### src/rtl/spill_splitter_if.sv
// Bus interfaces for spill_splitter: a single-ID AXI4 memory port (64-bit data, 32-bit address)
// and a simple valid-only register port with a one-cycle read return.
interface axi_bus_t;
   logic        awvalid;
   logic        awready;
   logic [31:0] awaddr;
   logic [7:0]  awlen;
   logic [2:0]  awsize;
   logic        wvalid;
   logic        wready;
   logic [63:0] wdata;
   logic [7:0]  wstrb;
   logic        wlast;
   logic        bvalid;
   logic        bready;
   logic        arvalid;
   logic        arready;
   logic [31:0] araddr;
   logic [7:0]  arlen;
   logic [2:0]  arsize;
   logic        rvalid;
   logic        rready;
   logic [63:0] rdata;
   logic        rlast;

   modport master (
      output awvalid, awaddr, awlen, awsize, wvalid, wdata, wstrb, wlast, bready,
             arvalid, araddr, arlen, arsize, rready,
      input  awready, wready, bvalid, arready, rvalid, rdata, rlast
   );

   modport slave (
      input  awvalid, awaddr, awlen, awsize, wvalid, wdata, wstrb, wlast, bready,
             arvalid, araddr, arlen, arsize, rready,
      output awready, wready, bvalid, arready, rvalid, rdata, rlast
   );
endinterface

interface reg_bus_t;
   logic        wvalid;
   logic [7:0]  waddr;
   logic [31:0] wdata;
   logic        arvalid;
   logic [7:0]  araddr;
   logic        rvalid;
   logic [31:0] rdata;

   modport master (output wvalid, waddr, wdata, arvalid, araddr, input rvalid, rdata);
   modport slave  (input wvalid, waddr, wdata, arvalid, araddr, output rvalid, rdata);
endinterface

### src/rtl/spill_splitter.sv
// Re-enqueues one spilled task slot as child tasks, then bumps the chunk's done count and,
// when every splitter of the chunk has finished, pushes the chunk back onto the free stack.
module spill_splitter #(
   parameter int TILE_ID                        = 0,
   parameter int CORE_ID                        = 3,
   parameter int TQ_WIDTH                       = 64,
   parameter int TASKS_PER_SPLITTER             = 8,
   parameter int LOG_TASK_WIDTH                 = 6,
   parameter int LOG_SPLITTER_CHUNK_WIDTH       = 9,
   parameter int LOG_SPLITTERS_PER_CHUNK        = 2,
   parameter int STACK_WIDTH                    = 16,
   parameter int LOG_SPLITTER_STACK_ENTRY_WIDTH = 4
) (
   input  logic                clk,
   input  logic                rst,
   axi_bus_t.master            l1,
   reg_bus_t.slave             reg_bus,
   input  logic                splitter_valid,
   output logic                splitter_ready,
   input  logic [TQ_WIDTH-1:0] splitter_task,
   output logic                child_valid,
   input  logic                child_ready,
   output logic [TQ_WIDTH-1:0] child_task,
   output logic                stack_lock_out,
   input  logic                stack_lock_in
);

   localparam int SPLITTERS_PER_CHUNK = 1 << LOG_SPLITTERS_PER_CHUNK;

   localparam logic [4:0] IDLE = 5'd0, RD_REQ = 5'd1, RD_DATA = 5'd2, GRAB_LOCK = 5'd3,
                          HOLD_LOCK = 5'd4, RD_CNT = 5'd5, RD_CNT_WAIT = 5'd6, WR_CNT = 5'd7,
                          WR_CNT_WAIT = 5'd8, RD_PTR = 5'd9, RD_PTR_WAIT = 5'd10, WR_ENTRY = 5'd11,
                          WR_ENTRY_WAIT = 5'd12, WR_PTR = 5'd13, WR_PTR_WAIT = 5'd14,
                          RELEASE = 5'd15, DONE = 5'd16;

   localparam logic [7:0] REG_CORE_START      = 8'h00, REG_SPILL_BASE_TASKS = 8'h04,
                          REG_SPILL_BASE_STACK = 8'h08, REG_SPILL_BASE_SCRATCH = 8'h0C,
                          REG_SPILL_STACK_PTR  = 8'h10, REG_CORE_NUM_DEQ = 8'h14,
                          REG_CORE_NUM_ENQ     = 8'h18, REG_CORE_STATE = 8'h1C,
                          REG_CORE_NUM_FREES   = 8'h20, REG_TILE_INFO = 8'h24;

   logic [4:0]  r_state;
   logic        r_start;
   logic [31:0] r_base_tasks, r_base_stack, r_base_scratch, r_ptr_addr;
   logic [15:0] r_slot, r_chunk, r_cnt, r_ptr;
   logic [7:0]  r_beats;
   logic        r_lock;
   logic [31:0] r_num_splits, r_num_children, r_num_frees;
   logic        r_reg_rvalid;
   logic [31:0] r_reg_rdata;

   logic        w_split_hs, w_child_hs, w_aw_w_hs, w_last_beat, w_chunk_full;
   logic [16:0] w_cnt_inc;
   logic [15:0] w_ptr_dec;
   logic [31:0] w_task_addr, w_cnt_addr, w_entry_addr, w_reg_rdata;
   logic        w_unused;

   // Only locale[31:16] of the dispatched task is meaningful to this block.
   assign w_unused = ^splitter_task;

   assign w_split_hs   = splitter_valid & splitter_ready;
   assign w_child_hs   = child_valid & child_ready;
   assign w_aw_w_hs    = l1.awvalid & l1.awready & l1.wvalid & l1.wready;
   assign w_last_beat  = l1.rlast || (r_beats == 8'(TASKS_PER_SPLITTER - 1));
   assign w_cnt_inc    = {1'b0, r_cnt} + 17'd1;
   assign w_chunk_full = !(w_cnt_inc < 17'(SPLITTERS_PER_CHUNK));
   assign w_ptr_dec    = r_ptr - 16'd1;
   assign w_task_addr  = r_base_tasks + ({16'b0, r_slot} << LOG_SPLITTER_CHUNK_WIDTH);
   assign w_cnt_addr   = r_base_scratch + ({16'b0, r_chunk} << 1);
   assign w_entry_addr = r_base_stack + ({16'b0, w_ptr_dec} << (LOG_SPLITTER_STACK_ENTRY_WIDTH - 3));

   assign stack_lock_out  = r_lock;
   assign splitter_ready  = (r_state == IDLE) && r_start;
   assign child_valid     = (r_state == RD_DATA) && l1.rvalid;
   assign child_task      = l1.rdata[TQ_WIDTH-1:0];
   assign reg_bus.rvalid  = r_reg_rvalid;
   assign reg_bus.rdata   = r_reg_rdata;

   // AXI channel drive is a pure function of state; task beats pass straight through to child.
   always_comb begin
      l1.arvalid = 1'b0;
      l1.araddr  = 32'h0;
      l1.arlen   = 8'h0;
      l1.arsize  = 3'd1;
      l1.rready  = 1'b0;
      l1.awvalid = 1'b0;
      l1.awaddr  = 32'h0;
      l1.awlen   = 8'h0;
      l1.awsize  = 3'd1;
      l1.wvalid  = 1'b0;
      l1.wdata   = 64'h0;
      l1.wstrb   = '1;
      l1.wlast   = 1'b1;
      l1.bready  = 1'b0;
      case (r_state)
         RD_REQ: begin
            l1.arvalid = 1'b1;
            l1.araddr  = w_task_addr;
            l1.arlen   = 8'(TASKS_PER_SPLITTER - 1);
            l1.arsize  = 3'(LOG_TASK_WIDTH - 3);
         end
         RD_DATA:     l1.rready = child_ready;
         RD_CNT: begin
            l1.arvalid = 1'b1;
            l1.araddr  = w_cnt_addr;
         end
         RD_PTR: begin
            l1.arvalid = 1'b1;
            l1.araddr  = r_ptr_addr;
         end
         RD_CNT_WAIT, RD_PTR_WAIT: l1.rready = 1'b1;
         WR_CNT: begin
            l1.awvalid = 1'b1;
            l1.wvalid  = 1'b1;
            l1.awaddr  = w_cnt_addr;
            l1.wdata   = w_chunk_full ? 64'h0 : 64'(w_cnt_inc[15:0]);
         end
         WR_ENTRY: begin
            l1.awvalid = 1'b1;
            l1.wvalid  = 1'b1;
            l1.awaddr  = w_entry_addr;
            l1.awsize  = 3'(LOG_SPLITTER_STACK_ENTRY_WIDTH - 3);
            l1.wdata   = 64'(r_chunk[STACK_WIDTH-1:0]);
         end
         WR_PTR: begin
            l1.awvalid = 1'b1;
            l1.wvalid  = 1'b1;
            l1.awaddr  = r_ptr_addr;
            l1.wdata   = 64'(w_ptr_dec);
         end
         WR_CNT_WAIT, WR_ENTRY_WAIT, WR_PTR_WAIT: l1.bready = 1'b1;
         default: ;
      endcase
   end

   // Once the lock is taken it is held through the whole count/push sequence, even if the
   // coalescer raises its own request in the meantime.
   always_ff @(posedge clk) begin
      if (rst) begin
         r_state        <= IDLE;
         r_slot         <= '0;
         r_chunk        <= '0;
         r_beats        <= '0;
         r_cnt          <= '0;
         r_ptr          <= '0;
         r_lock         <= 1'b0;
         r_num_splits   <= '0;
         r_num_children <= '0;
         r_num_frees    <= '0;
      end else begin
         if (w_split_hs) r_num_splits <= r_num_splits + 32'd1;
         if (w_child_hs) r_num_children <= r_num_children + 32'd1;
         case (r_state)
            IDLE: if (w_split_hs) begin
               r_slot  <= splitter_task[31:16];
               r_chunk <= splitter_task[31:16] >> LOG_SPLITTERS_PER_CHUNK;
               r_state <= RD_REQ;
            end
            RD_REQ: if (l1.arready) begin
               r_beats <= '0;
               r_state <= RD_DATA;
            end
            RD_DATA: if (w_child_hs) begin
               r_beats <= r_beats + 8'd1;
               if (w_last_beat) r_state <= GRAB_LOCK;
            end
            GRAB_LOCK: if (!stack_lock_in) begin
               r_lock  <= 1'b1;
               r_state <= HOLD_LOCK;
            end
            HOLD_LOCK:   r_state <= RD_CNT;
            RD_CNT:      if (l1.arready) r_state <= RD_CNT_WAIT;
            RD_CNT_WAIT: if (l1.rvalid) begin
               r_cnt   <= l1.rdata[15:0];
               r_state <= WR_CNT;
            end
            WR_CNT:      if (w_aw_w_hs) r_state <= WR_CNT_WAIT;
            WR_CNT_WAIT: if (l1.bvalid) r_state <= w_chunk_full ? RD_PTR : RELEASE;
            RD_PTR:      if (l1.arready) r_state <= RD_PTR_WAIT;
            RD_PTR_WAIT: if (l1.rvalid) begin
               r_ptr   <= l1.rdata[15:0];
               r_state <= WR_ENTRY;
            end
            WR_ENTRY:      if (w_aw_w_hs) r_state <= WR_ENTRY_WAIT;
            WR_ENTRY_WAIT: if (l1.bvalid) r_state <= WR_PTR;
            WR_PTR:        if (w_aw_w_hs) r_state <= WR_PTR_WAIT;
            WR_PTR_WAIT:   if (l1.bvalid) begin
               r_num_frees <= r_num_frees + 32'd1;
               r_state     <= RELEASE;
            end
            RELEASE: begin
               r_lock  <= 1'b0;
               r_state <= DONE;
            end
            default: r_state <= IDLE;
         endcase
      end
   end

   // Base registers hold 64-byte-aligned addresses written in units of 64 bytes.
   always_ff @(posedge clk) begin
      if (rst) begin
         r_start        <= 1'b0;
         r_base_tasks   <= '0;
         r_base_stack   <= '0;
         r_base_scratch <= '0;
         r_ptr_addr     <= '0;
      end else if (reg_bus.wvalid) begin
         case (reg_bus.waddr)
            REG_CORE_START:         r_start        <= reg_bus.wdata[CORE_ID];
            REG_SPILL_BASE_TASKS:   r_base_tasks   <= {reg_bus.wdata[25:0], 6'b0};
            REG_SPILL_BASE_STACK:   r_base_stack   <= {reg_bus.wdata[25:0], 6'b0};
            REG_SPILL_BASE_SCRATCH: r_base_scratch <= {reg_bus.wdata[25:0], 6'b0};
            REG_SPILL_STACK_PTR:    r_ptr_addr     <= {reg_bus.wdata[25:0], 6'b0};
            default: ;
         endcase
      end
   end

   always_comb begin
      w_reg_rdata = 32'h0;
      case (reg_bus.araddr)
         REG_CORE_NUM_DEQ:   w_reg_rdata = r_num_splits;
         REG_CORE_NUM_ENQ:   w_reg_rdata = r_num_children;
         REG_CORE_STATE:     w_reg_rdata = 32'(r_state);
         REG_CORE_NUM_FREES: w_reg_rdata = r_num_frees;
         REG_TILE_INFO:      w_reg_rdata = {16'(TILE_ID), 16'(CORE_ID)};
         default: ;
      endcase
   end

   always_ff @(posedge clk) begin
      if (rst) begin
         r_reg_rvalid <= 1'b0;
         r_reg_rdata  <= '0;
      end else begin
         r_reg_rvalid <= reg_bus.arvalid;
         if (reg_bus.arvalid) r_reg_rdata <= w_reg_rdata;
      end
   end

endmodule

### src/flat_wrapper.sv
// flat-port wrapper written by rule: the top's interface ports become plain ports
module spill_splitter_flat 
#(
   parameter int TILE_ID                        = 0,
   parameter int CORE_ID                        = 3,
   parameter int TQ_WIDTH                       = 64,
   parameter int TASKS_PER_SPLITTER             = 8,
   parameter int LOG_TASK_WIDTH                 = 6,
   parameter int LOG_SPLITTER_CHUNK_WIDTH       = 9,
   parameter int LOG_SPLITTERS_PER_CHUNK        = 2,
   parameter int STACK_WIDTH                    = 16,
   parameter int LOG_SPLITTER_STACK_ENTRY_WIDTH = 4
)
  (clk, rst, splitter_valid, splitter_ready, splitter_task, child_valid, child_ready, child_task, stack_lock_out, stack_lock_in, l1_awvalid, l1_awaddr, l1_awlen, l1_awsize, l1_wvalid, l1_wdata, l1_wstrb, l1_wlast, l1_bready, l1_arvalid, l1_araddr, l1_arlen, l1_arsize, l1_rready, l1_awready, l1_wready, l1_bvalid, l1_arready, l1_rvalid, l1_rdata, l1_rlast, reg_bus_wvalid, reg_bus_waddr, reg_bus_wdata, reg_bus_arvalid, reg_bus_araddr, reg_bus_rvalid, reg_bus_rdata);
  axi_bus_t l1_i ();
  reg_bus_t reg_bus_i ();
  input  logic clk;
  input  logic rst;
  input  logic splitter_valid;
  output logic splitter_ready;
  input  logic [TQ_WIDTH-1:0] splitter_task;
  output logic child_valid;
  input  logic child_ready;
  output logic [TQ_WIDTH-1:0] child_task;
  output logic stack_lock_out;
  input  logic stack_lock_in;
  output wire logic [$bits(l1_i.awvalid)-1:0] l1_awvalid;
  output wire logic [$bits(l1_i.awaddr)-1:0] l1_awaddr;
  output wire logic [$bits(l1_i.awlen)-1:0] l1_awlen;
  output wire logic [$bits(l1_i.awsize)-1:0] l1_awsize;
  output wire logic [$bits(l1_i.wvalid)-1:0] l1_wvalid;
  output wire logic [$bits(l1_i.wdata)-1:0] l1_wdata;
  output wire logic [$bits(l1_i.wstrb)-1:0] l1_wstrb;
  output wire logic [$bits(l1_i.wlast)-1:0] l1_wlast;
  output wire logic [$bits(l1_i.bready)-1:0] l1_bready;
  output wire logic [$bits(l1_i.arvalid)-1:0] l1_arvalid;
  output wire logic [$bits(l1_i.araddr)-1:0] l1_araddr;
  output wire logic [$bits(l1_i.arlen)-1:0] l1_arlen;
  output wire logic [$bits(l1_i.arsize)-1:0] l1_arsize;
  output wire logic [$bits(l1_i.rready)-1:0] l1_rready;
  input wire logic [$bits(l1_i.awready)-1:0] l1_awready;
  input wire logic [$bits(l1_i.wready)-1:0] l1_wready;
  input wire logic [$bits(l1_i.bvalid)-1:0] l1_bvalid;
  input wire logic [$bits(l1_i.arready)-1:0] l1_arready;
  input wire logic [$bits(l1_i.rvalid)-1:0] l1_rvalid;
  input wire logic [$bits(l1_i.rdata)-1:0] l1_rdata;
  input wire logic [$bits(l1_i.rlast)-1:0] l1_rlast;
  input wire logic [$bits(reg_bus_i.wvalid)-1:0] reg_bus_wvalid;
  input wire logic [$bits(reg_bus_i.waddr)-1:0] reg_bus_waddr;
  input wire logic [$bits(reg_bus_i.wdata)-1:0] reg_bus_wdata;
  input wire logic [$bits(reg_bus_i.arvalid)-1:0] reg_bus_arvalid;
  input wire logic [$bits(reg_bus_i.araddr)-1:0] reg_bus_araddr;
  output wire logic [$bits(reg_bus_i.rvalid)-1:0] reg_bus_rvalid;
  output wire logic [$bits(reg_bus_i.rdata)-1:0] reg_bus_rdata;
  assign l1_awvalid = l1_i.awvalid;
  assign l1_awaddr = l1_i.awaddr;
  assign l1_awlen = l1_i.awlen;
  assign l1_awsize = l1_i.awsize;
  assign l1_wvalid = l1_i.wvalid;
  assign l1_wdata = l1_i.wdata;
  assign l1_wstrb = l1_i.wstrb;
  assign l1_wlast = l1_i.wlast;
  assign l1_bready = l1_i.bready;
  assign l1_arvalid = l1_i.arvalid;
  assign l1_araddr = l1_i.araddr;
  assign l1_arlen = l1_i.arlen;
  assign l1_arsize = l1_i.arsize;
  assign l1_rready = l1_i.rready;
  assign l1_i.awready = l1_awready;
  assign l1_i.wready = l1_wready;
  assign l1_i.bvalid = l1_bvalid;
  assign l1_i.arready = l1_arready;
  assign l1_i.rvalid = l1_rvalid;
  assign l1_i.rdata = l1_rdata;
  assign l1_i.rlast = l1_rlast;
  assign reg_bus_i.wvalid = reg_bus_wvalid;
  assign reg_bus_i.waddr = reg_bus_waddr;
  assign reg_bus_i.wdata = reg_bus_wdata;
  assign reg_bus_i.arvalid = reg_bus_arvalid;
  assign reg_bus_i.araddr = reg_bus_araddr;
  assign reg_bus_rvalid = reg_bus_i.rvalid;
  assign reg_bus_rdata = reg_bus_i.rdata;
  spill_splitter #(.TILE_ID(TILE_ID), .CORE_ID(CORE_ID), .TQ_WIDTH(TQ_WIDTH), .TASKS_PER_SPLITTER(TASKS_PER_SPLITTER), .LOG_TASK_WIDTH(LOG_TASK_WIDTH), .LOG_SPLITTER_CHUNK_WIDTH(LOG_SPLITTER_CHUNK_WIDTH), .LOG_SPLITTERS_PER_CHUNK(LOG_SPLITTERS_PER_CHUNK), .STACK_WIDTH(STACK_WIDTH), .LOG_SPLITTER_STACK_ENTRY_WIDTH(LOG_SPLITTER_STACK_ENTRY_WIDTH)) u_core (.clk(clk), .rst(rst), .l1(l1_i), .reg_bus(reg_bus_i), .splitter_valid(splitter_valid), .splitter_ready(splitter_ready), .splitter_task(splitter_task), .child_valid(child_valid), .child_ready(child_ready), .child_task(child_task), .stack_lock_out(stack_lock_out), .stack_lock_in(stack_lock_in));
endmodule
### config.mk
export PLATFORM = sky130hd
export DESIGN_NAME = spill_splitter_flat
export DESIGN_NICKNAME = d
export VERILOG_FILES = /design/src/rtl/spill_splitter_if.sv /design/src/rtl/spill_splitter.sv /design/src/flat_wrapper.sv
export SDC_FILE = /design/constraint.sdc
export NUM_CORES = 1
export LEC_CHECK = 0
export CAP_MARGIN = 20
export CORE_ASPECT_RATIO = 0.8
export CORE_MARGIN = 1.5
export CORE_UTILIZATION = 45
export CTS_CLUSTER_SIZE = 40
export DETAILED_ROUTE_END_ITERATION = 10
export PLACE_DENSITY = 0.75
export SYNTH_ARGS = -nofsm -noshare
export SYNTH_HDL_FRONTEND = slang
export SYNTH_SLANG_ARGS = --single-unit
### constraint.sdc
create_clock -name clk -period 4 [get_ports clk]
set_input_delay 0.4 -clock clk [delete_from_list [all_inputs] [get_ports clk]]
set_output_delay 0.4 -clock clk [all_outputs]
set_load 0.005 [all_outputs]
## Yosys cells after proc, flatten, opt, wreduce, memory -nomap -nowiden

Cells that the tools add are included.

| word-level totals | value |
|---|---|
| flip-flop bits (word level) | 310 |
| input bits | 189 |
| output and inout bits | 264 |
| logic and storage cells | 128 |

| cells by class | value |
|---|---|
| $add $sub $neg | 9 |
| order comparisons | 1 |
| eq/ne operators | 40 |
| muxes and demuxes | 33 |
| bitwise operators | 5 |
| reductions and logical operators | 23 |

Operator list:

| kind | count |
|---|---|
| one-hot mux 32 bit (3 select lines) | 2 |
| one-hot mux 64 bit (3 select lines) | 1 |
| one-hot mux 32 bit (5 select lines) | 1 |
| adder 32 x 1 -> 32 bit (second input constant) | 3 |
| one-hot mux 5 bit (16 select lines) | 1 |
| two-way mux 5 bit | 15 |
| == test 5 x 4 -> 1 bit (second input constant) | 8 |
| adder 32 x 15 -> 32 bit | 1 |
| adder 32 x 17 -> 32 bit | 1 |
| adder 32 x 25 -> 32 bit | 1 |
| == test 8 x 5 -> 1 bit (second input constant) | 4 |
| == test 5 x 3 -> 1 bit (second input constant) | 4 |
| AND reduction 2 bit | 10 |
| != test 2 bit (second input constant) | 9 |
| adder 16 x 1 -> 17 bit (second input constant) | 1 |
| < comparator 17 x 3 -> 1 bit (second input constant) | 1 |
| == test 8 x 3 -> 1 bit (second input constant) | 2 |
| == test 8 x 4 -> 1 bit (second input constant) | 2 |
| == test 8 x 6 -> 1 bit (second input constant) | 2 |
| two-way mux 16 bit | 1 |
| two-way mux 8 bit | 2 |
| one-hot mux 8 bit (2 select lines) | 1 |
| subtractor 16 x 1 -> 16 bit (second input constant) | 1 |
| AND reduction 15 bit | 1 |
| 17 further kinds | 36 |

## Logic depth before layout (Yosys ltp)

Gate-level depths: netlist of the first run.

| depth | value |
|---|---|
| depth in word-level cells | 8 |
| gate-level depth with buffers | 14 |
| depth with buffers taken out | 14 |

## Worst setup path before layout of the first run

No wires, ideal clock.

| timing | value |
|---|---|
| kind | reg2out |
| start point | register u_core.r_ptr[2] |
| end point | output port l1_awaddr[29] |
| arrival | 3.129 ns |
| data required time | 3.600 ns |
| path slack | 0.471 ns |
| stages on the path, launching flop included | 14 |
| buffers on the path | 0 |
| cell sequence | dfxtp_1 -> or3_1 -> nor2_1 -> nand2_1 -> o41ai_1 -> nand2_1 -> ha_1 -> nand3_1 -> o22ai_1 -> o21ai_0 -> a31oi_1 -> o21ai_0 -> or4_1 -> nand3_1 |

| between the ends | value |
|---|---|
| cells in the longest elaborated chain, start to end | 3 |

RTL lines:

| what | RTL line | text |
|---|---|---|
| start, declared | spill_splitter.sv:45 | `logic [15:0] r_slot, r_chunk, r_cnt, r_ptr;` |
| start signal, assigned | spill_splitter.sv:181 | `r_ptr <= l1.rdata[15:0];` |
| subtractor 16 x 1 -> 16 bit | spill_splitter.sv:67 | `assign w_ptr_dec = r_ptr - 16'd1;` |
| adder 32 x 17 -> 32 bit | spill_splitter.sv:70 | `assign w_entry_addr = r_base_stack + ({16'b0, w_ptr_dec} << (LOG_SPLITTER_STACK_ENTRY_WIDTH - 3));` |
| one-hot mux 32 bit (3 select lines) | spill_splitter.sv:95 | `case (r_state)` |
| end, declared | flat_wrapper.sv:28 | `output wire logic [$bits(l1_i.awaddr)-1:0] l1_awaddr;` |

Every way passes these cells.

## Worst setup path in the final report of the first run

| timing | value |
|---|---|
| start point | register u_core.r_ptr[4] |
| end point | output port l1_awaddr[29] |

The elaborated chain is that of the path after synthesis.

==> results of run 1 <==
-- power by group through the flow --
stage                     Combinational (mW)  Clock [mW]  Sequential (mW)
after floorplan                        0.262           0             3.03
after global placement                 0.377           0             3.02
after detailed placement               0.378           0             3.03
after CTS                              0.383        3.05             2.96
after global routing                   0.419        3.17             2.96
final                                  0.392        3.02             2.96
-- cells in the mapped netlist, types with 5 or more instances --
library cell / count / area [sq um]
nand2_1: 417 / 1565
dfxtp_1: 296 / 5926
a21oi_1: 241 / 1206
nor2_1: 236 / 885.9
buf_4: 145 / 1089
clkbuf_1: 104 / 390.4
xor2_1: 104 / 910.9
o21ai_0: 63 / 315.3
nand3_1: 57 / 285.3
xnor2_1: 48 / 420.4
ha_1: 45 / 563.0
mux2i_1: 36 / 360.4
a22oi_1: 34 / 255.2
nand4_1: 33 / 206.5
and3_1: 31 / 193.9
nor3_1: 31 / 155.2
inv_1: 26 / 97.59
or3_1: 25 / 156.4
and4_1: 15 / 131.4
o22ai_1: 14 / 87.58
and2_1: 12 / 75.07
a22o_1: 11 / 96.34
nor4_1: 11 / 68.82
o211ai_1: 11 / 82.58
a21o_1: 10 / 75.07
a211oi_1: 9 / 67.56
nor2b_1: 9 / 56.30
or4_1: 9 / 67.56
a222oi_1: 8 / 80.08
o21a_1: 8 / 60.06
o221ai_1: 8 / 70.07
a221oi_1: 7 / 61.31
nand2b_1: 7 / 43.79
o31ai_1: 7 / 52.55
a32oi_1: 6 / 52.55
o21bai_1: 6 / 45.04
a221o_1: 5 / 50.05
a31oi_1: 5 / 31.28
nor4b_1: 5 / 43.79
-- worst max-delay path, stage by stage (launching register included) --
cell and delay [ns]:
dfxtp_1 0.32, or3_4 0.41, nor2_4 0.15, nand2_2 0.08, o41ai_2 0.22, nand2_1 0.19, ha_4 0.32, nand3_2 0.08
o22ai_2 0.22, o21ai_2 0.11, a31oi_4 0.21, o21ai_1 0.10, buf_4 0.15, buf_12 0.12, or4_4 0.48, nand3_2 0.10
buf_2 0.12
-- sequential cells by signal, summed over array words and instances (netlist names), 8 cells and up --
name	cells
u_core.r_num_splits	32
u_core.r_ptr_addr	26
u_core.r_num_children	32
u_core.r_num_frees	32
u_core.r_base_scratch	26
u_core.reg_bus.rdata	32
u_core.r_ptr	16
u_core.r_beats	8
u_core.r_slot	15
u_core.r_base_stack	26
u_core.r_cnt	16
u_core.r_base_tasks	26
-- per-layer routing --
metal / global-route usage (%) / share of wire (%)
met1: 42.82 / 44
met2: 40.53 / 41
met3: 6.271 / 11
met4: 9.269 / 3.2
met5: 0 / 0
-- placed cells by master (no fill, tap or decap), types with 9 or more instances in the layout --
master           Yosys  routed
buf_4              145     128
nor3_1              31      26
dfxtp_1            296     290
nor2_1             236     230
o22ai_1             14      11
and3_1              31      31
mux2i_1             36      36
ha_1                45      36
or3_1               25      21
a22oi_1             34      34
o21ai_0             63      48
clkdlybuf4s50_1      0     188
o21ai_1              1      11
clkbuf_16            0      31
o211ai_1            11      11
a21oi_1            241     233
conb_1               2      77
xnor2_1             48      45
nand3_1             57      53
nand2_1            417     415
nor2b_1              9       9
dlymetal6s2s_1       0      15
and4_1              15      15
inv_1               26      26
xor2_1             104     104
a21o_1              10      10
buf_2                4      18
and2_1              12      12
a22o_1              11      11
nand4_1             33      33
-- repair_timing --
| item | in CTS | in global routing |
|---|---|---|
| buffers inserted | 14 | 15 |
| pin swaps | 57 | 49 |
| gates resized for setup | 156 | 56 |
| setup endpoints to repair | 37 | 38 |
-- cells by family after synthesis --
logic type                 count (synthesis)  share of synthesized area [%]
adders and majority gates                 48                          3.673
AOI/OAI and AO/OA                        487                          17.68
muxes                                     36                          2.124
other                                      2                        0.04426
xor gates and xnor gates                 152                          7.847
DFF                                      296                          34.93
and+or+nand+nor                          918                          24.17
buffers and inverters                    284                          9.528
-- worst max-delay path by stage --
stage | startpoint | endpoint | slack (ns) | cells past startpoint
2_1_floorplan | u_core.r_ptr[2] | l1_awaddr[29] | 0.47 | 13
3_3_place_gp | u_core.r_ptr[2] | l1_awaddr[19] | -0.23 | 15
3_5_place_dp | u_core.r_ptr[2] | l1_awaddr[29] | -0.24 | 15
4_1_cts | u_core.r_ptr[3] | l1_awaddr[24] | -0.29 | 16
5_1_grt | u_core.r_ptr[4] | l1_awaddr[29] | -0.53 | 16
6_report | u_core.r_ptr[4] | l1_awaddr[29] | -0.36 | 16
-- final cells by class --
cell class	instances	area share, %
diodes	3	0.03543
repair buffers	363	15.55
inverters	26	0.4605
flip-flops and latches	296	28.01
clock inverters	14	0.8443
well taps	487	2.875
clock buffers	42	4.092
multi-input cells	1718	48.14
==> results.ini, run 1 <==
[run_status]
status=complete, but fails checks
violations=setup timing

[timing]
finalHoldViolations=0
fin_crit_ns=4.358
slew_viol_final=0
setup_tns_ns=-3.898
layout_setup_ws_ns=-0.3579
fin_worst_skew_ns=0.01065
fin_crit_sh_pct=108.9
grt_setup_unrepaired=yes
max_slew_margin_pct=37.99
fmaxAchievable_mhz=229.5
worstMarginPinSlew_ns=0.9279
whs_ns=0.3878
setup_viol=18

[grt]
grt_overflow=0
antenna_found_initial=4
grt_max_degree=120
grt.total_usage_pct=28.72
grt_pass1_vias=15570
grt_pass1_wl_mm=87.13

[placement]
placed_area_sq_um=19450
dp.final_hpwl_mm=42.24
placedCellCount=2861
pre_cts_ws_ns=-0.2448
port_buffers=225
place_congestion=0.9879

[logic_synthesis]
synth_cell_type_count=72
synth_enable_flop_cells=0
synthFlopType=dfxtp_1
ys_ff_latch=296
ys_seq_area_share_pct=34.93
ys_async_sr_fraction_pct=0
netlist_area_sq_um=16970
avgSynthCellArea_sq_um=7.632
yosys_warnings=0
syn_inst=2223

[clock_network]
cts_root_buf=clkbuf_16
cts_hold_buffers=0
clockBufferDepth=3
cts_tree=built
clk_latency_ns=0.58
h-tree-depth=1
clk_pin_slew_ns=0.07
numCtsBuffers=30
numClockSinks=296

[hold_path]
hold_end=u_core.r_slot[0]
hp-start=splitter_task[16]
hold_path.class=input port to flop
whs_path_depth=3

[route]
avgRoutedWirePerCell_um=19.82
drt_iter0_markers=1850
vias_per_cell=5.796
first_pass_iters=6
drt-total-wl_mm=58.45
post-route-drc-count=0
postRouteAntennaNets=0
num_vias=17090

[power_and_ir_drop]
combPwrFrac_pct=6.2
p_leak_nw=7.957
clock_power_share_pct=47.4
power-per-cell-area_nw_per_um2=300.6
switching_power_mw=1.491
p_total_mw=6.370
seqPwrFrac_pct=46.4
vdd_drop_max_mv=0.2614
power.internal_mw=4.879
swShare_pct=23.41

[floorplanning]
die_w_um=220.1
ios=453
fp.dieH_um=176.7
die_area_sq_um=38880
initial_utilization_pct=45.70
core_area_sq_um=37130
num_rows=63

[critical_path]
crit_type=flop to output pin
reg2reg_slack_ns=1.01
crit_fanout=5
required_ns=3.60
start_kind=flop
crit_arrival_ns=3.96
worst_setup_path_end_kind=output pin
reg2regPathDepth=8
worst_r2r_endpoint=u_core.r_num_frees[13]
timing.rr.start=u_core.r_state[3]

[cells_and_area]
nFillCells=3380
nNetsFinal=2672
fin_cells=2949
layout-drive-gt1-share_pct=12.53
area_delta_synth_final_pct=24.90
multi_input_area_sq_um=10200
register_area_sq_um=5936
final_core_util_pct=57.08
final_cell_area_sq_um=21190

[run]
drv_cap=0

No activity file was read; power rests on OpenSTA's default activity.
==> inputs of run 2 (changes only) <==
--- a/config.mk
+++ b/config.mk
@@ -7,11 +7,11 @@
 export LEC_CHECK = 0
 export CAP_MARGIN = 20
 export CORE_ASPECT_RATIO = 0.8
-export CORE_MARGIN = 1.5
-export CORE_UTILIZATION = 45
+export CORE_MARGIN = 2
+export CORE_UTILIZATION = 39
 export CTS_CLUSTER_SIZE = 40
 export DETAILED_ROUTE_END_ITERATION = 10
-export PLACE_DENSITY = 0.75
+export PLACE_DENSITY = 0.67
 export SYNTH_ARGS = -nofsm -noshare
 export SYNTH_HDL_FRONTEND = slang
 export SYNTH_SLANG_ARGS = --single-unit
==> run 2 against run 1 <==
Effect of this change: the run still ends with setup timing left; clock power up 6%; flip-flop and latch count stayed put; critical endpoint is now l1_awaddr[14]; clock skew rose by 0.017 ns; cell count is 3.1% higher; final area grew 1.8%; highest routed layer unchanged.
==> results.ini, run 2 (same netlist as run 1, synthesis figures left out) <==
[critical_path]
required_ns=3.60  ; about the same
worst_setup_path_end_kind=output pin  ; unchanged
reg2regPathDepth=7  ; was 8
reg2reg_slack_ns=0.59  ; was 1.01 ns
crit_fanout=3  ; was 5
crit_arrival_ns=3.91  ; was 3.96 ns
crit_type=flop to output pin  ; unchanged
worst_r2r_endpoint=u_core.r_num_frees[28]  ; was u_core.r_num_frees[13]
start_kind=flop  ; unchanged
timing.rr.start=u_core.r_state[3]  ; unchanged

[timing]
max_slew_margin_pct=35.83  ; was 37.99%
worstMarginPinSlew_ns=0.9626  ; was 0.9279 ns
slew_viol_final=0  ; unchanged
layout_setup_ws_ns=-0.3091  ; was -0.3579 ns
fin_worst_skew_ns=0.02734  ; was 0.01065 ns
setup_viol=18  ; unchanged
fin_crit_sh_pct=107.7  ; was 108.9%
grt_setup_unrepaired=yes  ; unchanged
finalHoldViolations=0  ; unchanged
setup_tns_ns=-3.530  ; was -3.898 ns
fmaxAchievable_mhz=232.1  ; was 229.5 MHz
whs_ns=0.4361  ; was 0.3878 ns
fin_crit_ns=4.309  ; was 4.358 ns

[run]
drv_cap=0  ; unchanged

[hold_path]
hp-start=splitter_task[16]  ; unchanged
whs_path_depth=3  ; unchanged
hold_path.class=input port to flop  ; unchanged
hold_end=u_core.r_slot[0]  ; unchanged

[route]
vias_per_cell=5.595  ; was 5.796
avgRoutedWirePerCell_um=20.11  ; was 19.82 um
drt_iter0_markers=1679  ; was 1850
post-route-drc-count=0  ; unchanged
postRouteAntennaNets=0  ; unchanged
first_pass_iters=5  ; was 6
num_vias=17010  ; was 17090
drt-total-wl_mm=61.17  ; was 58.45 mm

[floorplanning]
die_area_sq_um=45200  ; was 38880 sq um
initial_utilization_pct=39.41  ; was 45.70%
die_w_um=237.2  ; was 220.1 um
num_rows=68  ; was 63
core_area_sq_um=43050  ; was 37130 sq um
fp.dieH_um=190.6  ; was 176.7 um
ios=453  ; unchanged

[cells_and_area]
fin_cells=3041  ; was 2949
multi_input_area_sq_um=10250  ; was 10200 sq um
nFillCells=4141  ; was 3380
register_area_sq_um=5932  ; was 5936 sq um
area_delta_synth_final_pct=27.12  ; was 24.90%
nNetsFinal=2694  ; was 2672
final_cell_area_sq_um=21570  ; was 21190 sq um
final_cell_mix=413 x nand2_1, 293 x dfxtp_1, 234 x a21oi_1  ; was 415 x nand2_1, 290 x dfxtp_1, 233 x a21oi_1
final_common_cell=nand2_1  ; unchanged
layout-drive-gt1-share_pct=13.43  ; was 12.53%

[placement]
placed_area_sq_um=19610  ; was 19450 sq um
pre_cts_ws_ns=-0.2566  ; was -0.2448 ns
placedCellCount=2938  ; was 2861
dp.final_hpwl_mm=43.53  ; was 42.24 mm
port_buffers=225  ; unchanged
place_congestion=0.9450  ; was 0.9879

[clock_network]
clockBufferDepth=3  ; unchanged
numCtsBuffers=34  ; was 30
cts_tree=built  ; unchanged
clk_latency_ns=0.52  ; was 0.58 ns
cts_root_buf=clkbuf_16  ; unchanged
clk_pin_slew_ns=0.06  ; was 0.07 ns
h-tree-depth=2  ; was 1
numClockSinks=296  ; unchanged

[grt]
grt_max_degree=127  ; was 120
grt_overflow=0  ; unchanged
grt.total_usage_pct=25.87  ; was 28.72%
grt_pass1_vias=15720  ; was 15570
antenna_found_initial=2  ; was 4
grt_pass1_wl_mm=91.41  ; was 87.13 mm

[power_and_ir_drop]
p_leak_nw=7.963  ; was 7.957 nW
power-per-cell-area_nw_per_um2=304.1  ; was 300.6 nW/um^2
vdd_drop_max_mv=0.2137  ; was 0.2614 mV

[run_status]
status=complete, but fails checks  ; unchanged
violations=setup timing  ; unchanged

==> run 2: per-stage QoR <==
step | power [mW] | util (%)
final | 6.558 | 50.10
after global routing | 6.757 | 50.10
after CTS | 6.589 | 49.21
after detailed placement | 3.403 | 45.55
after global placement | 3.401 | 45.55
after floorplan | 3.287 | -
==> run 2: how the worst max path moves through the flow <==
| stage | cells after the start | from | endpoint |
|---|---|---|---|
| after floorplan | 13 | u_core.r_ptr[2] | l1_awaddr[29] |
| after global placement | 15 | u_core.r_ptr[2] | l1_awaddr[18] |
| after detailed placement | 17 | u_core.r_ptr[2] | l1_awaddr[31] |
| after CTS | 17 | u_core.r_ptr[3] | l1_awaddr[23] |
| after global routing | 16 | u_core.r_ptr[3] | l1_awaddr[14] |
| final | 16 | u_core.r_ptr[3] | l1_awaddr[14] |
==> run 2: power by group <==
group | switching (mW) | internal [mW]
Sequential | 0.00732 | 2.95
Combinational | 0.232 | 0.157
Clock | 1.29 | 1.92
==> run 2: layer usage <==
layer | wire length (um) | global-route usage [%] | part of all wire (%)
met1 | 27940 | 37.92 | 46
met2 | 25470 | 37.64 | 42
met3 | 5928 | 5.660 | 9.7
met4 | 1826 | 7.813 | 3.0
met5 | 0 | 0 | 0
==> run 2: repair_timing <==
action / CTS / global route
pin swaps: 58 / 45
gates resized for setup: 161 / 60
cloned: 0 / 0
setup buffers: 34 / 14
hold buffers: 0 / 0
hold endpoints to repair: 0 / 0
endpoints found under the setup margin: 34 / 39
==> run 2: cell type report <==
| type | count | share of cell area (%) |
|---|---|---|
| Sequential cell | 296 | 27.50 |
| Clock inverter | 13 | 0.6788 |
| Antenna cell | 2 | 0.02321 |
| Inverter | 26 | 0.4699 |
| Clock buffer | 45 | 4.560 |
| Timing Repair Buffer | 381 | 15.98 |
| Tap cell | 560 | 3.249 |
| Multi-Input combinational cell | 1718 | 47.54 |
==> run 2: critical path: stages (launching register included) <==
cell and delay [ns]:
dfxtp_2 0.32, or3_4 0.40, nor2_4 0.14, nand2_2 0.09, nor3_4 0.16, xor2_2 0.26
ha_4 0.27, buf_6 0.12, o211ai_1 0.23, a21oi_4 0.07, o211a_1 0.27, buf_4 0.14
buf_4 0.12, or3_4 0.34, a32oi_2 0.23, o21ai_2 0.09, buf_2 0.14
==> inputs of run 3 (changes only) <==
--- a/config.mk
+++ b/config.mk
@@ -12,6 +12,7 @@
 export CTS_CLUSTER_SIZE = 40
 export DETAILED_ROUTE_END_ITERATION = 10
 export PLACE_DENSITY = 0.67
+export RECOVER_POWER = 100
 export SYNTH_ARGS = -nofsm -noshare
 export SYNTH_HDL_FRONTEND = slang
 export SYNTH_SLANG_ARGS = --single-unit
==> run 3 against run 2 <==
Effect of this change: the flow finishes with violations (capacitance limit, slew limit, setup timing); global-route usage is the same; non-clock buffer count is the same; critical path type unchanged; clock skew rose by 0.0034 ns; cell count about the same; first-iteration DRC count grew 6.0%; total power is 0.13% lower; highest routed layer unchanged; critical path depth is the same.
==> results.ini, run 3 (same netlist as run 1, synthesis figures left out) <==
[power_and_ir_drop]
p_total_mw=6.549  ; was 6.558 mW
power-per-cell-area_nw_per_um2=304.7  ; was 304.1 nW/um^2
vdd_drop_max_mv=0.2132  ; was 0.2137 mV
p_leak_nw=8.111  ; was 7.963 nW

[hold_path]
hold_path.class=input port to flop  ; unchanged
whs_path_depth=3  ; unchanged
hp-start=splitter_task[23]  ; was splitter_task[16]
hold_end=u_core.r_slot[7]  ; was u_core.r_slot[0]

[critical_path]
crit_chain=or3_4, nor2_4, nand2_2, nor3_4, xor2_2, ha_4, buf_6, o211ai_1, a21oi_4, o211a_1, buf_4, buf_4, o21ai_0, a32oi_2, o21ai_2, buf_2  ; was or3_4, nor2_4, nand2_2, nor3_4, xor2_2, ha_4, buf_6, o211ai_1, a21oi_4, o211a_1, buf_4, buf_4, or3_4, a32oi_2, o21ai_2, buf_2
crit_type=flop to output pin  ; unchanged
crit_fanout=3  ; unchanged
timing.rr.start=u_core.r_state[3]  ; unchanged
start_kind=flop  ; unchanged
reg2reg_slack_ns=0.61  ; was 0.59 ns
cpPeakStageDelay_ns=0.40  ; about the same
reg2regPathDepth=7  ; unchanged
slowest_stage=or3_4  ; unchanged
crit_arrival_ns=3.92  ; was 3.91 ns
worst_setup_path_end_kind=output pin  ; unchanged
required_ns=3.60  ; about the same
worst_r2r_endpoint=u_core.r_num_children[20]  ; was u_core.r_num_frees[28]
crit_top_cell=buf_4

[floorplanning]
core_area_sq_um=43050  ; unchanged
initial_utilization_pct=39.41  ; unchanged
fp.dieH_um=190.6  ; unchanged
die_area_sq_um=45200  ; unchanged
die_w_um=237.2  ; unchanged
ios=453  ; unchanged
num_rows=68  ; unchanged

[timing]
grt_setup_unrepaired=yes  ; unchanged
setup_viol=24  ; was 18
fin_worst_skew_ns=0.03073  ; was 0.02734 ns
fmaxAchievable_mhz=231.6  ; was 232.1 MHz
finalHoldViolations=0  ; unchanged
max_slew_margin_pct=-50.08  ; was 35.83%
fin_crit_sh_pct=108.0  ; was 107.7%
worstMarginPinSlew_ns=2.251  ; was 0.9626 ns
fin_crit_ns=4.319  ; was 4.309 ns
setup_tns_ns=-4.101  ; was -3.530 ns
slew_viol_final=108  ; was 0
layout_setup_ws_ns=-0.3185  ; was -0.3091 ns

[clock_network]
cts_root_buf=clkbuf_16  ; unchanged
clk_pin_slew_ns=0.06  ; about the same
numCtsBuffers=34  ; unchanged
clk_latency_ns=0.52  ; about the same
cts_hold_buffers=0  ; unchanged
cts_tree=built  ; unchanged
numClockSinks=296  ; unchanged
h-tree-depth=2  ; unchanged
clockBufferDepth=3  ; unchanged

[route]
postRouteAntennaNets=0  ; unchanged
vias_per_cell=5.584  ; was 5.595
first_pass_iters=5  ; unchanged
drt_iter0_markers=1780  ; was 1679
avgRoutedWirePerCell_um=20.09  ; was 20.11 um
post-route-drc-count=0  ; unchanged
num_vias=16990  ; was 17010
drt-total-wl_mm=61.11  ; was 61.17 mm

[cells_and_area]
area_delta_synth_final_pct=26.70  ; was 27.12%
final_cell_mix=413 x nand2_1, 293 x dfxtp_1, 234 x a21oi_1  ; unchanged
layout-drive-gt1-share_pct=12.75  ; was 13.43%
final_common_cell=nand2_1  ; unchanged
nNetsFinal=2694  ; unchanged

[grt]
antenna_found_initial=2  ; unchanged
grt.total_usage_pct=25.87  ; unchanged
grt_overflow=0  ; unchanged
grt_pass1_wl_mm=91.41  ; unchanged
grt_pass1_vias=15720  ; unchanged
grt_max_degree=127  ; unchanged

[placement]
place_congestion=0.9450  ; unchanged
port_buffers=225  ; unchanged
dp.final_hpwl_mm=43.53  ; unchanged

[run]
drv_cap=4  ; was 0

[run_status]
violations=capacitance limit, slew limit, setup timing  ; was setup timing
status=complete, but fails checks  ; unchanged

==> run 3: worst max path at each step <==
stage / start / to / slack [ns] / depth (start not counted)
final: u_core.r_ptr[3] / l1_awaddr[14] / -0.32 / 16
after floorplan: u_core.r_ptr[2] / l1_awaddr[29] / 0.47 / 13
after CTS: u_core.r_ptr[3] / l1_awaddr[23] / -0.22 / 17
after global placement: u_core.r_ptr[2] / l1_awaddr[18] / -0.21 / 15
after global routing: u_core.r_ptr[3] / l1_awaddr[14] / -0.51 / 16
after detailed placement: u_core.r_ptr[2] / l1_awaddr[31] / -0.26 / 17
==> run 3: cell type report <==
class | count | area (sq um)
antenna | 3 | 7.507
clock buffer | 45 | 983.4
clock inverter | 13 | 146.4
fill | 4159 | 21550
inverter | 26 | 98.84
multi-input combinational | 1718 | 10240
sequential | 296 | 5932
tap | 560 | 700.7
timing repair buffer | 381 | 3391
==> run 3: critical path: cells and delay by family, from the launching register on <==
kind	cells	cell delay, ns
adder cells (fa/ha/maj)	1	0.27
AND/OR/NAND/NOR	4	0.79
flip-flops	1	0.32
AO/OA/AOI/OAI	6	1.24
XOR/XNOR	1	0.26
buffers and inverters	4	0.52
==> run 3: what timing repair did <==
action / CTS / global route
endpoints found under the hold margin: 0 / 0
setup endpoints to repair: 34 / 39
pin swaps: 58 / 45
buffers inserted: 34 / 14
resized for setup: 161 / 60
==> run 3: report_power, final <==
group          switching (mW)  internal [mW]
combinational           0.231          0.148
sequential            0.00713           2.95
clock                    1.29           1.92
==> run 3: per-stage QoR <==
stage / util, % / hold slack [ns] / std cells / area [sq um] / setup slack (ns)
detailed placement: 45.55 / 0.4507 / 2938 / 19610 / -0.2566
finish: 49.93 / 0.4369 / 3042 / 21500 / -0.3185
floorplan: - / 0.4357 / 2298 / 17250 / 0.4711
global placement: 45.55 / 0.4444 / 2938 / 19610 / -0.2118
global route: 49.93 / 0.4246 / 3041 / 21490 / -0.5068
CTS: 49.21 / 0.4201 / 3026 / 21190 / -0.2249
==> run 3: metal layers <==
metal | wire length [um] | GRT usage [%]
met1 | 27900 | 37.92
met2 | 25400 | 37.64
met3 | 5989 | 5.660
met4 | 1816 | 7.813
met5 | 0 | 0
